===== src/rtl/cmos_pkg.sv =====
// cmos_pkg: shared types and defaults for the CMOS pixel-capture path.
//   state_t   - capture controller states
//   rgb565_t  - 16-bit pixel layout as packed by the byte pairer
//   *_DEF     - default active-window size of the sensor
package cmos_pkg;

  localparam int H_ACTIVE_DEF = 640;
  localparam int V_ACTIVE_DEF = 480;

  typedef enum logic [1:0] {
    ST_IDLE    = 2'd0,
    ST_SKIP    = 2'd1,
    ST_CAPTURE = 2'd2
  } state_t;

  typedef struct packed {
    logic [4:0] r;
    logic [5:0] g;
    logic [4:0] b;
  } rgb565_t;

endpackage


===== src/rtl/cmos_byte_pack.sv =====
// cmos_byte_pack: registers the raw DVP inputs once, derives vsync/href
// edges and pairs consecutive href bytes into 16-bit words.
// Ports:
//   clk, rst        - pixel clock, synchronous active-high reset
//   en              - pairing enable (capturing and configuration valid)
//   vsync, href, din- raw sensor inputs
//   vs_rise         - rising edge of the registered vsync
//   href_fall       - falling edge of the registered href
//   emit            - a complete byte pair is available this cycle
//   pix_data        - {high byte, low byte}, meaningful when emit = 1
module cmos_byte_pack (
  input  logic        clk,
  input  logic        rst,
  input  logic        en,
  input  logic        vsync,
  input  logic        href,
  input  logic [7:0]  din,
  output logic        vs_rise,
  output logic        href_fall,
  output logic        emit,
  output logic [15:0] pix_data
);

  logic       vsync_q, vsync_d;
  logic       vsync_dly_q, vsync_dly_d;
  logic       href_q, href_d;
  logic       href_dly_q, href_dly_d;
  logic [7:0] din_q, din_d;
  logic [7:0] hi_q, hi_d;
  logic       toggle_q, toggle_d;

  always_comb begin
    vsync_d     = vsync;
    vsync_dly_d = vsync_q;
    href_d      = href;
    href_dly_d  = href_q;
    din_d       = din;
    hi_d        = hi_q;
    toggle_d    = 1'b0;
    // Toggle only advances while a line is active; an idle cycle drops
    // any unpaired trailing byte.
    if (en && href_q) begin
      toggle_d = ~toggle_q;
      if (!toggle_q) begin
        hi_d = din_q;
      end
    end
  end

  always_ff @(posedge clk) begin
    if (rst) begin
      vsync_q     <= 1'b0;
      vsync_dly_q <= 1'b0;
      href_q      <= 1'b0;
      href_dly_q  <= 1'b0;
      din_q       <= 8'h00;
      hi_q        <= 8'h00;
      toggle_q    <= 1'b0;
    end else begin
      vsync_q     <= vsync_d;
      vsync_dly_q <= vsync_dly_d;
      href_q      <= href_d;
      href_dly_q  <= href_dly_d;
      din_q       <= din_d;
      hi_q        <= hi_d;
      toggle_q    <= toggle_d;
    end
  end

  assign vs_rise   = vsync_q & ~vsync_dly_q;
  assign href_fall = href_dly_q & ~href_q;
  assign emit      = en & href_q & toggle_q;
  assign pix_data  = {hi_q, din_q};

endmodule


===== src/rtl/cmos_capture.sv =====
// cmos_capture: waits for sensor configuration, discards FRAME_SKIP frames,
// then emits RGB565 pixels with start/end-of-frame markers.
// Ports:
//   clk, rst   - pixel clock, synchronous active-high reset
//   cfg_done   - sensor configuration complete (level)
//   vsync/href/din - DVP sensor inputs
//   pixel, pixel_vld - packed pixel and its one-cycle qualifier
//   sop, eop   - first / last pixel of a frame
//   frame_err  - pulse when a frame is cut short by vsync
module cmos_capture
  import cmos_pkg::*;
#(
  parameter int H_ACTIVE   = H_ACTIVE_DEF,
  parameter int V_ACTIVE   = V_ACTIVE_DEF,
  parameter int FRAME_SKIP = 10
) (
  input  logic        clk,
  input  logic        rst,
  input  logic        cfg_done,
  input  logic        vsync,
  input  logic        href,
  input  logic [7:0]  din,
  output logic [15:0] pixel,
  output logic        pixel_vld,
  output logic        sop,
  output logic        eop,
  output logic        frame_err
);

  localparam int CW = $clog2(H_ACTIVE + 1);
  localparam int RW = $clog2(V_ACTIVE + 1);
  localparam logic [CW-1:0] H_MAX  = CW'(H_ACTIVE);
  localparam logic [CW-1:0] H_LAST = CW'(H_ACTIVE - 1);
  localparam logic [RW-1:0] V_MAX  = RW'(V_ACTIVE);
  localparam logic [RW-1:0] V_LAST = RW'(V_ACTIVE - 1);
  localparam logic [7:0]    SKIP_N = 8'(FRAME_SKIP);

  state_t        state_q, state_d;
  logic [7:0]    skip_q, skip_d;
  logic [CW-1:0] col_q, col_d;
  logic [RW-1:0] row_q, row_d;
  logic          in_frame_q, in_frame_d;
  rgb565_t       pixel_q, pixel_d;
  logic          vld_q, vld_d;
  logic          sop_q, sop_d;
  logic          eop_q, eop_d;
  logic          err_q, err_d;

  logic          capture_en;
  logic          vs_rise;
  logic          href_fall;
  logic          emit;
  logic [15:0]   pix_data;

  // cfg_done gates capture combinationally so a drop stops output at once.
  assign capture_en = (state_q == ST_CAPTURE) && cfg_done;

  cmos_byte_pack u_pack (
    .clk       (clk),
    .rst       (rst),
    .en        (capture_en),
    .vsync     (vsync),
    .href      (href),
    .din       (din),
    .vs_rise   (vs_rise),
    .href_fall (href_fall),
    .emit      (emit),
    .pix_data  (pix_data)
  );

  always_comb begin
    state_d    = state_q;
    skip_d     = skip_q;
    col_d      = col_q;
    row_d      = row_q;
    in_frame_d = in_frame_q;
    pixel_d    = pixel_q;
    vld_d      = 1'b0;
    sop_d      = 1'b0;
    eop_d      = 1'b0;
    err_d      = 1'b0;

    case (state_q)
      ST_IDLE: begin
        if (cfg_done) begin
          state_d = ST_SKIP;
          skip_d  = 8'd0;
        end
      end
      ST_SKIP: begin
        if (vs_rise) begin
          skip_d = skip_q + 8'd1;
          // The frame following this vsync is the first one kept.
          if (skip_q + 8'd1 == SKIP_N) begin
            state_d = ST_CAPTURE;
          end
        end
      end
      ST_CAPTURE: ;
      default: state_d = ST_IDLE;
    endcase

    if (capture_en) begin
      if (vs_rise) begin
        // vsync wins over a coincident pixel; an open frame is aborted.
        col_d = '0;
        row_d = '0;
        if (in_frame_q) begin
          err_d      = 1'b1;
          in_frame_d = 1'b0;
        end
      end else if (href_fall) begin
        col_d = '0;
        if (col_q != '0 && row_q != V_MAX) begin
          row_d = row_q + 1'b1;
        end
      end else if (emit && col_q != H_MAX && row_q != V_MAX) begin
        vld_d   = 1'b1;
        pixel_d = rgb565_t'(pix_data);
        sop_d   = (col_q == '0) && (row_q == '0);
        eop_d   = (col_q == H_LAST) && (row_q == V_LAST);
        col_d   = col_q + 1'b1;
        if (sop_d) begin
          in_frame_d = 1'b1;
        end
        if (eop_d) begin
          in_frame_d = 1'b0;
        end
      end
    end

    if (!cfg_done) begin
      state_d    = ST_IDLE;
      skip_d     = 8'd0;
      col_d      = '0;
      row_d      = '0;
      in_frame_d = 1'b0;
    end
  end

  always_ff @(posedge clk) begin
    if (rst) begin
      state_q    <= ST_IDLE;
      skip_q     <= 8'd0;
      col_q      <= '0;
      row_q      <= '0;
      in_frame_q <= 1'b0;
      pixel_q    <= '0;
      vld_q      <= 1'b0;
      sop_q      <= 1'b0;
      eop_q      <= 1'b0;
      err_q      <= 1'b0;
    end else begin
      state_q    <= state_d;
      skip_q     <= skip_d;
      col_q      <= col_d;
      row_q      <= row_d;
      in_frame_q <= in_frame_d;
      pixel_q    <= pixel_d;
      vld_q      <= vld_d;
      sop_q      <= sop_d;
      eop_q      <= eop_d;
      err_q      <= err_d;
    end
  end

  assign pixel     = pixel_q;
  assign pixel_vld = vld_q;
  assign sop       = sop_q;
  assign eop       = eop_q;
  assign frame_err = err_q;

endmodule


===== config.mk =====
export PLATFORM = sky130hd
export DESIGN_NAME = cmos_capture
export DESIGN_NICKNAME = d
export VERILOG_FILES = /design/src/rtl/cmos_pkg.sv /design/src/rtl/cmos_byte_pack.sv /design/src/rtl/cmos_capture.sv
export SDC_FILE = /design/constraint.sdc
export NUM_CORES = 1
export LEC_CHECK = 0
export CORE_UTILIZATION = 30
export DETAILED_ROUTE_END_ITERATION = 10
export PLACE_DENSITY = 0.57
export SLEW_MARGIN = 40
export SYNTH_ARGS = -nofsm -noshare
export SYNTH_HDL_FRONTEND = slang
export SYNTH_SLANG_ARGS = --single-unit

===== constraint.sdc =====
create_clock -name clk -period 3.6 [get_ports clk]
set_input_delay 0.72 -clock clk [delete_from_list [all_inputs] [get_ports clk]]
set_output_delay 0.72 -clock clk [all_outputs]
set_load 0.02 [all_outputs]

==> parameters.txt, run 1 <==
Parameter                              Value

Finish
  Layout overhead on the synthesized area    20.36%
  Number of antenna cells inserted    0
  Most common cell after layout, fill and taps aside    dfxtp_1
  Most frequent cells in the layout    71 x dfxtp_1, 46 x nor2_1, 32 x clkdlybuf4s50_1
  Number of fillers in the final layout    1,030
  Nets    381
  Final standard cell utilization of the core    0.3761
  Share of final-layout standard cells stronger than drive strength 1    0.1117
  Non-Filler Instances    500

Worst hold path
  Hold path cells    1
  Endpoint of the worst hold-timing path    u_pack.toggle_q
  Worst min-delay path category    reg2reg
  Hold_sp    u_pack.toggle_q

Die
  Die area    0.01073 mm^2
  I/O pin count    33
  Area inside the core boundary    0.009910 mm^2
  DIE HEIGHT    103.6 um
  Starting utilization of the core area    0.3125
  X dimension of the die    103.6 um
  Number of placement rows    36

Logic synthesis
  Avg Cell Area, Syn    9.441 um^2
  Mapped Cells    328
  Async set-or-reset flop fraction in the synthesized netlist    0
  Distinct cell type count after synthesis    54
  Mapped Area    0.003097 mm^2
  Post-synth EDFFs    0
  Sequential fraction of the synthesis area    0.4590
  Area leader, netlist    dfxtp_1
  Mapped Nets    347
  Most instantiated flip-flop cell in the synthesis netlist    dfxtp_1
  Area contributors post-synth    dfxtp_1 46%, mux2i_1 8.1%, nor2_1 5.6%, nor2b_1 3.2%, ha_1 2.4%
  Synth top area share    0.4590
  Number of warnings reported in the yosys synthesis log    0
  Flip-flop and latch count after synthesis    71

Drt
  Drt drc    0
  Final antenna-violating net count    0
  Number of optimization iterations in the first detailed-route pass    4
  Number of vias in the routed layout    2,384
  Total wirelength of the detailed-routed design    6.252 mm
  Via density per instance    4.768
  Average routed wire per standard cell    12.50 um
  DRC marker count from the first detailed-route iteration    96

GRT
  GRT Overall Usage    0.1259
  Total gr overflow    0
  Wire length of the first global-routing pass    10.97 mm
  Number of antenna violations at the first check in global routing    0
  Pin count of the biggest net entering global routing    40
  Number of global-route vias before repair    2,304

Clock network
  CTS hold repair buffers    0
  Skew-Pair Late Insertion Delay    0.36 ns
  Clock buffers created by TritonCTS    9
  CTS HTree Levels    3
  Clock transition at path regs    0.08 ns
  Clock sink count    71
  Clk buf depth    2
  Buffers inserted during post-CTS setup optimization    0
  CTS tree    done
  Buffer type at the clock tree root    clkbuf_8
  Resized cells post-CTS    0

Timing
  Final sum of negative setup slack    0 ns
  Achievable frequency    405.5 MHz
  Final Skew    0.007608 ns
  Tcrit/Tclk final    0.6850
  Max-slew headroom    0.5445
  Transition time at the pin with the least slew margin    0.6795 ns
  Unrepaired setup endpoints after global routing    no
  Hold Vio Cnt, Final    0
  Time the worst path needs with I/O delays and setup    2.466 ns
  Number of pins exceeding their max-slew limit in the final report    0
  Final setup violation count    0

Power and ir drop
  P_leak    1.324 nW
  P per Cell Area    390.4 mW/mm^2
  Peak supply drop    0.1395 mV

Place
  Weighted congestion reported at the end of routability-driven placement    0.7137
  Final HPWL from detailed placement    4.123 mm
  Total placed cells including tap cells    484
  Count of buffers inserted at the top-level ports    32

Setup path
  Terminus of the critical flop-to-flop path    col_q[8]
  Slack of the worst reg-to-reg path    1.37 ns
  Crit end category    register
  Cell count of the worst reg-to-reg path    7
  Critical Setup Path Class    in2reg
  Data arrival time of the critical path    2.76 ns
  Worst Path Max Fanout    39
  Startpoint types    input pin
  Source of the worst register-to-register timing path    row_q[0]
  Crit path required time    3.90 ns

Job
  # Max-Cap Violations    0

Status
  Status    completed
-- metal layers --
layer	GRT usage	wire length [um]	share of wire
met1	0.1663	3139	0.50
met2	0.1841	2706	0.43
met3	0.03398	266	0.043
met4	0.07143	139	0.022
met5	0	0	0
-- critical path: stages --
cell and delay [ns]:
clkdlybuf4s50_1 0.41, buf_4 0.25, nor2b_1 0.26, nand2_1 0.26
nor3_2 0.59, a221o_1 0.26
-- cells by family (layout without fill, tap and decap cells) --
group           Yosys count  after routing  synth area share
buf+inv                  22             61           0.03394
compound gates           49             49            0.1192
mux                      26             26           0.08444
fa+ha+maj                 6              6           0.02424
simple gates            149            149            0.2651
flops                    71             71            0.4590
xor+xnor                  5              5           0.01414
-- cell usage after synthesis (all sizes together), types with 2 or more instances --
master    n
nand3b    3
or2       4
clkbuf   10
a22o      4
nor3b     2
ha        6
nand4     7
nand3    12
nor2     47
inv       9
mux2i    25
nand2    20
nor2b    16
or4       3
nor4b     2
xor2      3
nand2b    3
o21a      3
a31oi     2
a21oi    13
a211o     2
nor4      6
and3      6
buf       3
o21ai     5
o2bb2ai   2
xnor2     2
or3       5
o32ai     2
nor3      8
a21o      4
dfxtp    71
nand4b    3
a221o     4
o31ai     2
-- flip-flops by register name, indices dropped and copies added, names as in the netlist, 2 cells and up --
register / flops
skip_q: 8
u_pack.din_q: 8
row_q: 9
u_pack.hi_q: 8
state_q: 2
col_q: 10
pixel: 16
-- where the power goes --
part	total [mW]	internal, mW	leakage [nW]	switching (mW)
registers	0.798	0.792	0.575	0.00606
logic	0.0458	0.0223	0.660	0.0235
clock network	0.611	0.263	0.0888	0.348
-- layout make-up --
cell class | instances | area [um^2] | area share
multi-input combinational | 235 | 1570 | 0.4213
inverter | 9 | 33.78 | 0.009063
sequential | 71 | 1421 | 0.3813
clock buffer | 9 | 123.9 | 0.03323
tap | 133 | 166.4 | 0.04465
timing repair buffer | 36 | 350.3 | 0.09399
clock inverter | 7 | 61.31 | 0.01645
-- worst max path at each step --
stage | cells past startpoint | to | from
after global routing | 6 | col_q[8] | rst
after detailed placement | 6 | col_q[0] | rst
after global placement | 6 | col_q[0] | rst
after CTS | 6 | col_q[8] | rst
final | 6 | col_q[8] | rst
after floorplan | 6 | pixel[10] | cfg_done
-- per-stage QoR --
stage               power, mW  worst slack, ns  cell area [um^2]  hold slack, ns
floorplan              0.8408            1.517              3097          0.4178
global placement       0.8631           0.7758              3542          0.4260
detailed placement     0.8635           0.7465              3542          0.4436
CTS                     1.472            1.125              3727          0.4583
global route            1.512           0.9554              3727          0.4706
finish                  1.455            1.134              3727          0.4509
(Power assumes the default switching activity.)
==> run 2, diff against run 1 <==
clock period = 2.5 ns   (was 3.6 ns; I/O delays follow)
==> parameters.txt, run 2 (synthesis results as in run 1) <==
Parameter                              Value

Status
  Status    completed (unchanged)

Clock network
  Clock buffers created by TritonCTS    9 (unchanged)
  Clock sink count    71 (unchanged)
  CTS hold repair buffers    0 (unchanged)
  CTS HTree Levels    3 (unchanged)
  Buffers inserted during post-CTS setup optimization    0 (unchanged)
  Buffer type at the clock tree root    clkbuf_8 (unchanged)
  Clk buf depth    2 (unchanged)
  CTS tree    done (unchanged)
  Clock transition at path regs    0.08 ns (about the same)
  Skew-Pair Late Insertion Delay    0.35 ns (was 0.36 ns)
  Resized cells post-CTS    0 (unchanged)

Power and ir drop
  Fraction of power spent switching nets    0.2325 (was 0.2595)
  Clock power share    0.430 (was 0.420)
  Combinational share of power    0.034 (was 0.031)
  Proportion of power drawn by flip-flops and latches    0.536 (was 0.549)
  Peak supply drop    0.2652 mV (was 0.1395 mV)
  Internal power    1.646 mW (was 1.077 mW)
  Switching power    0.4987 mW (was 0.3776 mW)
  P_leak    1.367 nW (was 1.324 nW)
  P per Cell Area    563.9 mW/mm^2 (was 390.4 mW/mm^2)

Finish
  Reg area    0.001421 mm^2 (unchanged)
  Most common cell after layout, fill and taps aside    dfxtp_1 (unchanged)
  Layout overhead on the synthesized area    22.83% (was 20.36%)
  Most frequent cells in the layout    71 x dfxtp_1, 46 x nor2_1, 32 x clkdlybuf4s50_1 (unchanged)
  Number of flip-flops in the largest register    16 (unchanged)
  Number of fillers in the final layout    1,014 (was 1,030)
  Area of combinational cells with multiple inputs    0.001570 mm^2 (unchanged)
  Share of final-layout standard cells stronger than drive strength 1    0.1257 (was 0.1117)
  Nets    388 (was 381)
  Number of antenna cells inserted    0 (unchanged)

Drt
  Via density per instance    4.824 (was 4.768)
  Final antenna-violating net count    0 (unchanged)
  Drt drc    0 (unchanged)
  DRC marker count from the first detailed-route iteration    124 (was 96)
  Number of optimization iterations in the first detailed-route pass    5 (was 4)
  Number of vias in the routed layout    2,446 (was 2,384)
  Total wirelength of the detailed-routed design    6.283 mm (was 6.252 mm)
  Average routed wire per standard cell    12.39 um (was 12.50 um)

Timing
  Time the worst path needs with I/O delays and setup    2.159 ns
  Unrepaired setup endpoints after global routing    no (unchanged)
  Final setup slack of the worst path    0.3412 ns (was 1.134 ns)
  Final setup violation count    0 (unchanged)
  Achievable frequency    463.2 MHz
  Final sum of negative setup slack    0 ns (unchanged)
  Final Skew    0.007634 ns (was 0.007608 ns)
  Max-slew headroom    0.5709 (was 0.5445)
  Transition time at the pin with the least slew margin    0.6402 ns (was 0.6795 ns)
  Tcrit/Tclk final    0.8635
  Number of pins exceeding their max-slew limit in the final report    0 (unchanged)
  Hold Vio Cnt, Final    0 (unchanged)

Place
  Minimum setup slack after placement    0.04926 ns (was 0.7465 ns)
  Count of buffers inserted at the top-level ports    32 (unchanged)
  Weighted congestion reported at the end of routability-driven placement    0.7270 (was 0.7137)
  Final HPWL from detailed placement    4.174 mm (was 4.123 mm)

Setup path
  Crit end category    register (unchanged)
  Critical Setup Path Class    reg2reg (was in2reg)
  Data arrival time of the critical path    2.45 ns (was 2.76 ns)
  Startpoint types    register (was input pin)
  Crit path required time    2.79 ns (was 3.90 ns)
  Worst Path Max Fanout    10 (was 39)

Die
  Starting utilization of the core area    0.3125 (unchanged)
  I/O pin count    33 (unchanged)
  Number of placement rows    36 (unchanged)
  X dimension of the die    103.6 um (unchanged)
  DIE HEIGHT    103.6 um (unchanged)
  Die area    0.01073 mm^2 (unchanged)
  Area inside the core boundary    0.009910 mm^2 (unchanged)

GRT
  Pin count of the biggest net entering global routing    39 (was 40)
  Wire length of the first global-routing pass    11.20 mm (was 10.97 mm)
  Total gr overflow    0 (unchanged)
  GRT Overall Usage    0.1284 (was 0.1259)
  Number of global-route vias before repair    2,381 (was 2,304)
  Number of antenna violations at the first check in global routing    0 (unchanged)

Job
  # Max-Cap Violations    0 (unchanged)

Worst hold path
  Worst min-delay path category    reg2reg (unchanged)
[run 2: cell types whose count changed in the layout (fill, tap and decap cells not counted), sizes merged]
| cell | delta |
|---|---|
| clkbuf | +1 |
| inv | -2 |
| bufinv | +1 |
| clkinvlp | -1 |
| clkinv | +1 |
| buf | +7 |
[run 2: power by group through the flow]
stage | Sequential (mW) | Clock [mW] | Combinational [mW]
after floorplan | 1.17 | 0 | 0.0386
after global placement | 1.18 | 0 | 0.0736
after detailed placement | 1.18 | 0 | 0.0739
after CTS | 1.15 | 0.953 | 0.0740
after global routing | 1.15 | 1.00 | 0.0810
final | 1.15 | 0.922 | 0.0733
[run 2: final timing paths]
kind,start,end,slack (ns),cells after the start
worst min-delay path,u_pack.toggle_q,u_pack.toggle_q,0.45,1
worst max register to register,row_q[0],col_q[0],0.34,7
worst min register to register,u_pack.toggle_q,u_pack.toggle_q,0.45,1
worst max-delay path,row_q[0],col_q[0],0.34,7
[run 2: critical path, cell delays in order, from the launching register on]
cell and delay (ns):
dfxtp_1 0.35, inv_1 0.07, ha_1 0.13, nor4b_2 0.42
a211o_2 0.27, nor2_2 0.06, nor3_2 0.54, mux2_2 0.27
[run 2: cell type report]
class / instances / area share
Multi-Input combinational cell: 235 / 0.4128
Timing Repair Buffer: 43 / 0.1092
Clock buffer: 10 / 0.03355
Inverter: 9 / 0.008882
Sequential cell: 71 / 0.3737
Tap cell: 133 / 0.04375
Clock inverter: 6 / 0.01809
[run 2: routing by layer]
layer  track usage  up-vias  part of all wire
met5             0        -                 0
met4       0.05797        0             0.019
met3       0.04594       10             0.054
met2        0.1937       48              0.44
met1        0.1632     1141              0.49
li1              -     1247                 -
[run 2: through the flow]
stage	cell area, um^2	instances	hold slack [ns]	utilization	power [mW]
after global routing	3804	507	0.4880	0.3838	2.235
after detailed placement	3607	491	0.4426	0.3640	1.251
after floorplan	3097	328	0.4178	-	1.211
after global placement	3607	491	0.4329	0.3640	1.250
final	3804	507	0.4495	0.3838	2.145
after CTS	3804	507	0.4536	0.3838	2.177
==> run 3, diff against run 2 <==
GPL_TIMING_DRIVEN = 0   (was default)
RECOVER_POWER = 25   (was default)
==> parameters.txt, run 3 (synthesis results as in run 1) <==
Parameter                              Value

Status
  Status    completed (unchanged)

Finish
  Nets    393 (was 388)
  Number of antenna cells inserted    0 (unchanged)
  Share of final-layout standard cells stronger than drive strength 1    0.1161 (was 0.1257)
  Layout overhead on the synthesized area    22.59% (was 22.83%)
  Number of flip-flops in the largest register    16 (unchanged)
  Number of fillers in the final layout    1,022 (was 1,014)
  Reg area    0.001421 mm^2 (unchanged)
  Most common cell after layout, fill and taps aside    dfxtp_1 (unchanged)
  Most frequent cells in the layout    71 x dfxtp_1, 45 x nor2_1, 28 x clkdlybuf4s50_1 (was 71 x dfxtp_1, 46 x nor2_1, 32 x clkdlybuf4s50_1)
  Area of combinational cells with multiple inputs    0.001573 mm^2 (was 0.001570 mm^2)

Setup path
  Largest stage delay on the critical path    0.58 ns (was 0.54 ns)
  Critical Setup Path Class    reg2reg (unchanged)
  Startpoint types    register (unchanged)
  Crit end category    register (unchanged)
  Cell count of the worst reg-to-reg path    7 (unchanged)
  Slack of the worst reg-to-reg path    0.21 ns (was 0.34 ns)
  Source of the worst register-to-register timing path    row_q[0] (unchanged)
  Worst Path Max Fanout    10 (unchanged)
  Slowest cell on the critical path    nor3_2 (unchanged)
  Crit path required time    2.79 ns (about the same)
  Startpoint of the most critical setup path    row_q[0] (unchanged)
  Ordered cell list for the critical path    inv_1, ha_1, nor4b_2, a211o_2, nor2_2, nor3_2, mux2_2 (unchanged)
  Terminus of the critical flop-to-flop path    col_q[0] (unchanged)
  Data arrival time of the critical path    2.58 ns (was 2.45 ns)

Power and ir drop
  Power consumption    2.087 mW (was 2.145 mW)
  Peak supply drop    0.2682 mV (was 0.2652 mV)
  P per Cell Area    549.7 mW/mm^2 (was 563.9 mW/mm^2)
  P_leak    1.362 nW (was 1.367 nW)

Worst hold path
  Hold path cells    1 (unchanged)
  Endpoint of the worst hold-timing path    in_frame_q (was u_pack.toggle_q)
  Worst min-delay path category    reg2reg (unchanged)
  Hold_sp    in_frame_q (was u_pack.toggle_q)

Drt
  Drt drc    0 (unchanged)
  Number of vias in the routed layout    2,454 (was 2,446)
  Via density per instance    4.793 (was 4.824)
  Number of optimization iterations in the first detailed-route pass    4 (was 5)
  DRC marker count from the first detailed-route iteration    94 (was 124)
  Average routed wire per standard cell    12.61 um (was 12.39 um)
  Final antenna-violating net count    0 (unchanged)
  Total wirelength of the detailed-routed design    6.456 mm (was 6.283 mm)

Place
  Weighted congestion reported at the end of routability-driven placement    0.7786 (was 0.7270)
  Final HPWL from detailed placement    4.537 mm (was 4.174 mm)
  Count of buffers inserted at the top-level ports    32 (unchanged)

Timing
  Hold Vio Cnt, Final    0 (unchanged)
  Final sum of negative setup slack    0 ns (unchanged)
  Final Skew    0.01034 ns (was 0.007634 ns)
  Worst hold slack    0.4696 ns (was 0.4495 ns)
  Number of pins exceeding their max-slew limit in the final report    0 (unchanged)
  Achievable frequency    437.1 MHz (was 463.2 MHz)
  Transition time at the pin with the least slew margin    0.6939 ns (was 0.6402 ns)
  Final setup violation count    0 (unchanged)
  Max-slew headroom    0.5349 (was 0.5709)
  Unrepaired setup endpoints after global routing    no (unchanged)
  Time the worst path needs with I/O delays and setup    2.288 ns (was 2.159 ns)
  Tcrit/Tclk final    0.9151 (was 0.8635)

Clock network
  CTS hold repair buffers    0 (unchanged)
  Clock sink count    71 (unchanged)
  CTS HTree Levels    3 (unchanged)
  Skew-Pair Late Insertion Delay    0.35 ns (about the same)
  Buffer type at the clock tree root    clkbuf_8 (unchanged)
  Clock buffers created by TritonCTS    9 (unchanged)
  CTS tree    done (unchanged)
  Clk buf depth    2 (unchanged)
  Clock transition at path regs    0.08 ns (about the same)
  Resized cells post-CTS    0 (unchanged)

GRT
  Total gr overflow    0 (unchanged)
  Number of antenna violations at the first check in global routing    0 (unchanged)
  Pin count of the biggest net entering global routing    16 (was 39)
  Number of global-route vias before repair    2,397 (was 2,381)
  Wire length of the first global-routing pass    11.41 mm (was 11.20 mm)
  GRT Overall Usage    0.1308 (was 0.1284)

Job
  # Max-Cap Violations    0 (unchanged)

Die
  Area inside the core boundary    0.009910 mm^2 (unchanged)
  X dimension of the die    103.6 um (unchanged)
  Starting utilization of the core area    0.3125 (unchanged)
  DIE HEIGHT    103.6 um (unchanged)
  Number of placement rows    36 (unchanged)
  Die area    0.01073 mm^2 (unchanged)
  I/O pin count    33 (unchanged)
## run 3: cell count changes in the layout (fill, tap and decap cells not counted), sizes merged
cell           previous run  this run
dlygate4sd3               0         4
bufinv                    1         0
clkinvlp                  1         2
buf                      11         6
clkinv                    2         1
inv                      11        13
clkbuf                   10        19
clkdlybuf4s50            32        28
## run 3: cell type report
type / instances / share of cell area
repair buffers: 35 / 0.09031
well taps: 133 / 0.04384
clock buffers: 9 / 0.03263
multi-input cells: 235 / 0.4143
clock inverters: 7 / 0.01681
flip-flops and latches: 71 / 0.3744
plain buffers: 13 / 0.01879
inverters: 9 / 0.008899
## run 3: power breakdown
part	leakage (nW)	internal [mW]	switching [mW]
registers	0.575	1.14	0.00650
logic	0.697	0.0319	0.0394
clock network	0.0903	0.382	0.486
total	1.36	1.55	0.532
## run 3: repair_timing
item / in CTS / in global routing
setup buffers: 0 / 3
endpoints found under the setup margin: 0 / 6
hold endpoints to repair: 0 / 0
## run 3: worst max-delay path by stage
stage | slack, ns | end
6_report | 0.21 | col_q[0]
5_1_grt | 0.04 | col_q[0]
4_1_cts | 0.11 | pixel[14]
3_5_place_dp | -0.26 | pixel[14]
3_3_place_gp | -0.21 | pixel[11]
2_1_floorplan | 0.49 | row_q[6]
## run 3: per-stage QoR
stage,area (um^2),cells,util,setup WS [ns]
floorplan,3097,328,-,0.4874
global placement,3583,493,0.3616,-0.2059
detailed placement,3586,493,0.3619,-0.2587
CTS,3774,509,0.3808,0.1070
global route,3796,512,0.3831,0.03945
finish,3796,512,0.3831,0.2122
## run 3: critical path, delay by kind of cell (launching register included)
family / cells / cell delay, ns
and+or+nand+nor: 3 / 1.12
DFF: 1 / 0.36
AOI/OAI and AO/OA: 1 / 0.28
muxes: 1 / 0.28
adders and majority gates: 1 / 0.13
buffers and inverters: 1 / 0.07
## run 3: routing by layer
metal  GRT usage  vias up  wire length [um]
met5           0        -                 0
met4     0.04658        0                64
met1      0.1667     1146              3208
met3     0.03524        4               227
li1            -     1261                 -
met2      0.2114       43              2955
